`config.mk`:
```
export PLATFORM = sky130hd
export DESIGN_NAME = mem_arbiter_flat
export DESIGN_NICKNAME = d
export VERILOG_FILES = /design/src/rtl/mem_arbiter_if.sv /design/src/rtl/mem_arbiter.sv /design/src/flat_wrapper.sv
export SDC_FILE = /design/constraint.sdc
export NUM_CORES = 1
export LEC_CHECK = 0
export CORE_MARGIN = 10
export CORE_UTILIZATION = 22
export CTS_CLUSTER_SIZE = 20
export DETAILED_ROUTE_END_ITERATION = 8
export PLACE_DENSITY_LB_ADDON = 0.2
export REMOVE_ABC_BUFFERS = 1
export SETUP_SLACK_MARGIN = 0.05
export SYNTH_ARGS = -nofsm -noshare
export SYNTH_HDL_FRONTEND = slang
export SYNTH_SLANG_ARGS = --single-unit
```
`constraint.sdc`:
```
create_clock -name CLK -period 1.8 [get_ports CLK]
set_input_delay 0.54 -clock CLK [delete_from_list [all_inputs] [get_ports CLK]]
set_output_delay 0.54 -clock CLK [all_outputs]
set_load 0.01 [all_outputs]
```
`src/rtl/mem_arbiter_if.sv`:
```
// mem_arbiter_if: icache/dcache request ports and single-ported RAM port of the memory arbiter
interface mem_arbiter_if #(parameter int WORD_W = 32);
    logic              iREN;
    logic [WORD_W-1:0] iaddr;
    logic              iwait;
    logic [WORD_W-1:0] iload;
    logic              dREN;
    logic              dWEN;
    logic [WORD_W-1:0] daddr;
    logic [WORD_W-1:0] dstore;
    logic              dwait;
    logic [WORD_W-1:0] dload;
    logic              ramREN;
    logic              ramWEN;
    logic [WORD_W-1:0] ramaddr;
    logic [WORD_W-1:0] ramstore;
    logic [WORD_W-1:0] ramload;
    logic              ram_ready;
    logic              err;
    modport master (
        input  iREN, iaddr, dREN, dWEN, daddr, dstore, ramload, ram_ready,
        output iwait, iload, dwait, dload, ramREN, ramWEN, ramaddr, ramstore, err
    );
    modport slave (
        output iREN, iaddr, dREN, dWEN, daddr, dstore, ramload, ram_ready,
        input  iwait, iload, dwait, dload, ramREN, ramWEN, ramaddr, ramstore, err
    );
endinterface

```
`src/rtl/mem_arbiter.sv`:
```
// mem_arbiter: data-priority icache/dcache arbiter for one RAM port, with a bounded
// data streak so instruction fetches cannot starve, and a watchdog on hung accesses.
module mem_arbiter #(
    parameter int WORD_W      = 32,
    parameter int MAX_DSTREAK = 4,
    parameter int TIMEOUT     = 255
) (
    input logic           CLK,
    input logic           nRST,
    mem_arbiter_if.master bus
);
    localparam int SW = $clog2(MAX_DSTREAK + 1);
    localparam int TW = $clog2(TIMEOUT + 1);
    typedef enum logic [1:0] {IDLE, I_ACC, D_ACC, GAP} state_t;
    state_t        state, next;
    logic [SW-1:0] dstreak, dstreak_n;
    logic [TW-1:0] timer, timer_n;
    logic          err_q, err_n;
    logic          ireq, dreq, acc, req, done, drop, tout, sat;
    always_ff @(posedge CLK or negedge nRST) begin
        if (!nRST) begin
            state   <= IDLE;
            dstreak <= '0;
            timer   <= '0;
            err_q   <= 1'b0;
        end else begin
            state   <= next;
            dstreak <= dstreak_n;
            timer   <= timer_n;
            err_q   <= err_n;
        end
    end
    always_comb begin
        ireq = bus.iREN;
        dreq = bus.dREN | bus.dWEN;
        sat  = dstreak == SW'(MAX_DSTREAK);
        acc  = state == I_ACC || state == D_ACC;
        req  = state == I_ACC ? ireq : dreq;
        drop = acc && !req;
        done = acc && req && bus.ram_ready;
        tout = acc && req && !bus.ram_ready && timer == TW'(TIMEOUT - 1);
        next      = state;
        dstreak_n = dstreak;
        timer_n   = '0;
        err_n     = 1'b0;
        case (state)
            IDLE:    next = dreq && !(ireq && sat) ? D_ACC : ireq ? I_ACC : IDLE;
            GAP:     next = IDLE;
            default: begin
                if (drop) begin
                    next = IDLE;
                end else if (done) begin
                    next = GAP;
                    // Only a data grant that made an instruction fetch wait extends the streak
                    dstreak_n = state == I_ACC || !ireq ? '0 : sat ? dstreak : dstreak + 1'b1;
                end else if (tout) begin
                    next  = IDLE;
                    err_n = 1'b1;
                end else begin
                    timer_n = timer + 1'b1;
                end
            end
        endcase
    end
    always_comb begin
        bus.ramREN   = state == I_ACC || (state == D_ACC && !bus.dWEN);
        bus.ramWEN   = state == D_ACC && bus.dWEN;
        bus.ramaddr  = state == I_ACC ? bus.iaddr : state == D_ACC ? bus.daddr : '0;
        bus.ramstore = state == D_ACC ? bus.dstore : '0;
        bus.iwait    = !(done && state == I_ACC);
        bus.dwait    = !(done && state == D_ACC);
        bus.iload    = done && state == I_ACC ? bus.ramload : '0;
        bus.dload    = done && state == D_ACC ? bus.ramload : '0;
        bus.err      = err_q;
    end
endmodule

```
`src/flat_wrapper.sv`:
```
// flat-port wrapper written by rule: the top's interface ports become plain ports
module mem_arbiter_flat 
#(
    parameter int WORD_W      = 32,
    parameter int MAX_DSTREAK = 4,
    parameter int TIMEOUT     = 255
)
  (CLK, nRST, bus_iREN, bus_iaddr, bus_dREN, bus_dWEN, bus_daddr, bus_dstore, bus_ramload, bus_ram_ready, bus_iwait, bus_iload, bus_dwait, bus_dload, bus_ramREN, bus_ramWEN, bus_ramaddr, bus_ramstore, bus_err);
  mem_arbiter_if #(.WORD_W(WORD_W)) bus_i ();
  input logic CLK;
  input logic nRST;
  input wire logic [$bits(bus_i.iREN)-1:0] bus_iREN;
  input wire logic [$bits(bus_i.iaddr)-1:0] bus_iaddr;
  input wire logic [$bits(bus_i.dREN)-1:0] bus_dREN;
  input wire logic [$bits(bus_i.dWEN)-1:0] bus_dWEN;
  input wire logic [$bits(bus_i.daddr)-1:0] bus_daddr;
  input wire logic [$bits(bus_i.dstore)-1:0] bus_dstore;
  input wire logic [$bits(bus_i.ramload)-1:0] bus_ramload;
  input wire logic [$bits(bus_i.ram_ready)-1:0] bus_ram_ready;
  output wire logic [$bits(bus_i.iwait)-1:0] bus_iwait;
  output wire logic [$bits(bus_i.iload)-1:0] bus_iload;
  output wire logic [$bits(bus_i.dwait)-1:0] bus_dwait;
  output wire logic [$bits(bus_i.dload)-1:0] bus_dload;
  output wire logic [$bits(bus_i.ramREN)-1:0] bus_ramREN;
  output wire logic [$bits(bus_i.ramWEN)-1:0] bus_ramWEN;
  output wire logic [$bits(bus_i.ramaddr)-1:0] bus_ramaddr;
  output wire logic [$bits(bus_i.ramstore)-1:0] bus_ramstore;
  output wire logic [$bits(bus_i.err)-1:0] bus_err;
  assign bus_i.iREN = bus_iREN;
  assign bus_i.iaddr = bus_iaddr;
  assign bus_i.dREN = bus_dREN;
  assign bus_i.dWEN = bus_dWEN;
  assign bus_i.daddr = bus_daddr;
  assign bus_i.dstore = bus_dstore;
  assign bus_i.ramload = bus_ramload;
  assign bus_i.ram_ready = bus_ram_ready;
  assign bus_iwait = bus_i.iwait;
  assign bus_iload = bus_i.iload;
  assign bus_dwait = bus_i.dwait;
  assign bus_dload = bus_i.dload;
  assign bus_ramREN = bus_i.ramREN;
  assign bus_ramWEN = bus_i.ramWEN;
  assign bus_ramaddr = bus_i.ramaddr;
  assign bus_ramstore = bus_i.ramstore;
  assign bus_err = bus_i.err;
  mem_arbiter #(.WORD_W(WORD_W), .MAX_DSTREAK(MAX_DSTREAK), .TIMEOUT(TIMEOUT)) u_core (.CLK(CLK), .nRST(nRST), .bus(bus_i));
endmodule
```
---- Yosys cells after proc, flatten, opt, wreduce, memory -nomap -nowiden ----
Cells that the tools add are included.
word-level totals
  flip-flop bits (word level) ............. 14
  input port bits ......................... 134
  output and inout bits ................... 133
  logic and storage cells ................. 62
cells by class
  add/subtract/negate cells ............... 2
  equality and inequality tests ........... 6
  muxes and demuxes ....................... 22
  bitwise operators ....................... 3
  reduce and logical (&&, ||, !) cells .... 25
operators by type and width
  operator             number
  $mux 32              5
  $mux 8               4
  $logic_and 1x1->1    11
  $add 8x1->8 const B  1
  $eq 8x8->1 const B   1
  $mux 2               4
  $logic_not 1->1      7
  $mux 1               6
  $mux 3               2
  $reduce_bool 5->1    1
  $eq 2x2->1 const B   2
  $pmux 2 s2           1
  $reduce_and 4->1     1
  $add 3x1->3 const B  1
  $eq 3x3->1 const B   1
  $logic_or 1x1->1     3
  $eq 2x1->1 const B   1
  $logic_not 2->1      1
  $ne 2x2->1 const B   1
  $not 1->1            2
  $reduce_or 2->1      1
  $or 1x1->1           1

---- Longest topological paths before layout ----
  depth in word-level cells ............... 9
  mapped depth ............................ 7

---- Least setup slack after synthesis ----
Ideal clock, no wire load.
  kind .................................... reg-to-output
  start point ............................. register u_core.state[1]
  end point ............................... output bus_iload[22]
  arrival time ............................ 1481 ps
  data required time ...................... 1260 ps
  slack ................................... -221 ps
  stages on the path, launching flop included .. 7
  buffers on the path ..................... 1
  cells stage by stage .................... dfrtp_1 -> inv_1 -> ha_1 -> and2_1 -> and3_2 -> buf_2 -> and2_1
between the ends
  cells in the longest elaborated chain, start to end .. 6
ends and longest elaborated chain
  item                                        line                                                     text
  start, declared                             mem_arbiter.sv:15                                        state_t state, next;
  start signal, assigned                      mem_arbiter.sv:27                                        state <= next;
  $eq 2x1->1 or $eq 2x2->1 (tied branches)    mem_arbiter.sv:37, mem_arbiter.sv:38, mem_arbiter.sv:72
  $mux 1 or $logic_or 1x1->1 (tied branches)  mem_arbiter.sv:38, mem_arbiter.sv:37
  $logic_and 1x1->1 (2 in series)             mem_arbiter.sv:40                                        done = acc && req && bus.ram_ready;
  $logic_and 1x1->1 (*)                       mem_arbiter.sv:72                                        bus.iload = done && state == I_ACC ? bus.ramload : '0;
  $mux 32 (*)                                 mem_arbiter.sv:72
  end, declared                               flat_wrapper.sv:21                                       output wire logic [$bits(bus_i.iload)-1:0] bus_iload;
Every way passes the cells marked *; elsewhere a longest branch is shown, timed or not.

---- Worst setup path in the final report ----
  start point ............................. register u_core.state[0]
  end point ............................... output bus_dload[22]
between the ends
  cells in the longest elaborated chain, start to end .. 6
ends and longest elaborated chain
  item                                        line                                                     text
  $eq 2x1->1 or $eq 2x2->1 (tied branches)    mem_arbiter.sv:37, mem_arbiter.sv:38, mem_arbiter.sv:73
  $mux 1 or $logic_or 1x1->1 (tied branches)  mem_arbiter.sv:38, mem_arbiter.sv:37
  $logic_and 1x1->1 (2 in series)             mem_arbiter.sv:40
  $logic_and 1x1->1 (*)                       mem_arbiter.sv:73                                        bus.dload = done && state == D_ACC ? bus.ramload : '0;
  $mux 32 (*)                                 mem_arbiter.sv:73
  end, declared                               flat_wrapper.sv:23                                       output wire logic [$bits(bus_i.dload)-1:0] bus_dload;
Marked as above.

==> reports/metrics.cfg <==
[power]
pwr-share-seq = 0.084
power_density_nw_per_um2 = 974
ir_worst_vdd_mv = 0.472
swShare = 0.407
p_int_w = 0.00307
leakagePower_nw = 2.51
comb_power_share = 0.858
power_switching_w = 0.00210
clkPwrFrac = 0.058

[clock_tree]
numCtsBuffers = 3
worstSkewPairLatency_ns = 0.24
clkTransAtPathRegs_ns = 0.06
cts_hold_repair.buffers = 0
htreeDepth = 1
cts_root_buf = clkbuf_8
clkSinkCount = 14
clockBufferDepth = 2
tritoncts = yes

[final_layout]
nNetsFinal = 674
final_core_util = 0.644
nFillCells = 690
diodes = 0
layout_common_cells = 130 x clkdlybuf4s50_1, 87 x buf_6, 67 x and2_4, 53 x buf_2, 32 x a22o_1
mostFrequentLayoutCell = clkdlybuf4s50_1
fin_cells = 637
area_growth_pct = 184
final_layout_size_suffix_gt1_frac = 0.506
final_cell_area_um2 = 5320

[timing]
slew_violations = 0
clock_skew_ns = 0.00239
period_minus_slack_ns = 2.51
finalSetupViolCount = 135
finalCritPeriodShare = 1.40
worst_slack_ns = -0.713
clock.fmax_ghz = 0.398
tightest_slew_ns = 0.450
holdWs_ns = 0.533
rsz0062_at_grt = yes
hold_viol = 0
relSlewSlack = 0.698

[drt]
ant_nets = 0
dr.pass1.iters = 4
drtIter0Drc = 136
avgRoutedWirePerCell_um = 22.7
routed_wirelength_um = 14500
dr_total_vias = 2962
drc = 0
vias_per_cell = 4.65

[placement]
placed_cell_area_um2 = 4710
portBuffers = 266
place_ws_ns = -1.20
dp.cells = 604
place_congestion = 0.874
hpwl_um = 11300

[floorplan]
core-area_um2 = 8260
start_util = 0.227
fp.dieW_um = 112
ioPinCount = 267
dieArea_um2 = 12600
rows = 33
dieHeight_um = 112

[setup_path]
max_stage_delay_ns = 0.40
critical_path_arrival_ns = 1.97
end_kind = primary output
slowest_stage = dfrtp_1
worstSetupPathType = flip-flop to primary output
crit_chain = buf_6 -> ha_4 -> nor2b_4 -> nor4_4 -> buf_4 -> buf_12 -> buf_6 -> and2_1 -> buf_2
cp_common_cell = buf_6
worstPathRequired_ns = 1.26
start_kind = flip-flop
worstPathMaxFanout = 5

[logic_synthesis]
synth_area_per_cell_um2 = 7.89
yosys.area.top_type_share = 0.328
synth_top_area_cell = and2_1
yosys_warnings = 0
syn_area_um2 = 1870
syn_inst = 237
synthArstFlopShare = 1.00
synth-seq-cells = 14
yosysSeqAreaShare = 0.187
synthTopCellsByArea = and2_1 33%, dfrtp_1 19%, a22o_1 15%
synth_ff_type = dfrtp_1
synth_edf_count = 0
synth_cell_types = 40

[run]
maxCapViolCount = 0

[grt]
antenna_found_initial = 0
grt_use_total = 0.205
grt_pass1_wl_um = 20300
grt_pass1_vias = 3011
grt_overflow_total = 0
grt_start_max_net_pins = 35

[status]
status = complete, but fails checks
violations = setup timing

[min_path]
hp-class = flip-flop to flip-flop

per-stage QoR:
| step | setup TNS [ns] | total power (W) |
|---|---|---|
| after floorplan | -107.09 | 0.00189 |
| after global placement | -107.22 | 0.00404 |
| after detailed placement | -109.08 | 0.00406 |
| after CTS | -60.81 | 0.00467 |
| after global routing | -79.07 | 0.00548 |
| final | -69.38 | 0.00518 |
registers in the layout (all words and copies together) (netlist names):
signal,flops
u_core.timer,8
u_core.dstreak,3
u_core.bus.err,1
u_core.state,2
layer usage:
| layer | up-vias | GRT usage | share of wire |
|---|---|---|---|
| met1 | 1367 | 0.213 | 0.35 |
| li1 | 1413 | - | - |
| met3 | 16 | 0.0618 | 0.088 |
| met5 | - | 0 | 0 |
| met2 | 166 | 0.396 | 0.54 |
| met4 | 0 | 0.0330 | 0.017 |
power groups by stage:
stage               Clock, W  Sequential, W  Combinational, W
floorplan                  0       0.000422           0.00147
global placement           0       0.000429           0.00361
detailed placement         0       0.000433           0.00363
global route        0.000324       0.000442           0.00471
CTS                 0.000311       0.000434           0.00393
finish              0.000302       0.000433           0.00444
path summary, 6_finish.rpt:
path	startpoint	to	slack (ns)	depth (start not counted)
max in group asynchronous	nRST	u_core.dstreak[2]	1.01	2
setup reg to reg	u_core.state[0]	u_core.dstreak[0]	-0.01	8
hold reg to reg	u_core.dstreak[1]	u_core.dstreak[1]	0.53	1
min in group asynchronous	nRST	u_core.timer[0]	0.62	2
setup / recovery	u_core.state[0]	bus_dload[22]	-0.71	9
hold / removal	u_core.dstreak[1]	u_core.dstreak[1]	0.53	1
cell type report:
type	instances	area, um^2	area share
inverters	10	42.5	0.00800
clock buffers	4	55.1	0.0104
multi-input cells	195	1650	0.311
well taps	105	131	0.0247
repair buffers	309	3080	0.580
flip-flops and latches	14	350	0.0659
synthesized netlist by cell type, types with 2 or more instances:
| master | instances |
|---|---|
| dfrtp_1 | 14 |
| xor2_1 | 2 |
| clkbuf_1 | 5 |
| a22o_1 | 32 |
| or3_1 | 4 |
| clkbuf_2 | 4 |
| nor2b_1 | 4 |
| and2_1 | 98 |
| nor3_1 | 7 |
| buf_2 | 5 |
| o21ai_0 | 4 |
| inv_1 | 9 |
| a211oi_1 | 2 |
| a41oi_1 | 2 |
| nand3_1 | 8 |
| buf_6 | 3 |
| nor2_1 | 3 |
| ha_1 | 7 |
| nand2_1 | 3 |
timing repair:
| action | in CTS | in global routing |
|---|---|---|
| gates cloned | 8 | 3 |
| endpoints found under the setup margin | 145 | 140 |
| resized for setup | 633 | 116 |
| pin swaps | 28 | 33 |
| setup buffers | 14 | 8 |
cells by family (layout without fill, tap and decap cells):
family                   count (synthesis)  after routing  share of synthesized area
adder cells (fa/ha/maj)                  7              7                     0.0468
AND/OR/NAND/NOR                        137            137                      0.459
flip-flops                              14             14                      0.187
buffers and inverters                   28            323                     0.0742
AO/OA/AOI/OAI                           48             48                      0.219
XOR/XNOR                                 3              3                     0.0140
critical path: cells and delay by family (launching register included):
kind          cells  cell delay [ns]
simple gates      3             0.50
flops             1             0.40
buf+inv           5             0.66
fa+ha+maj         1             0.17
No activity file was read; power rests on OpenSTA's default activity.
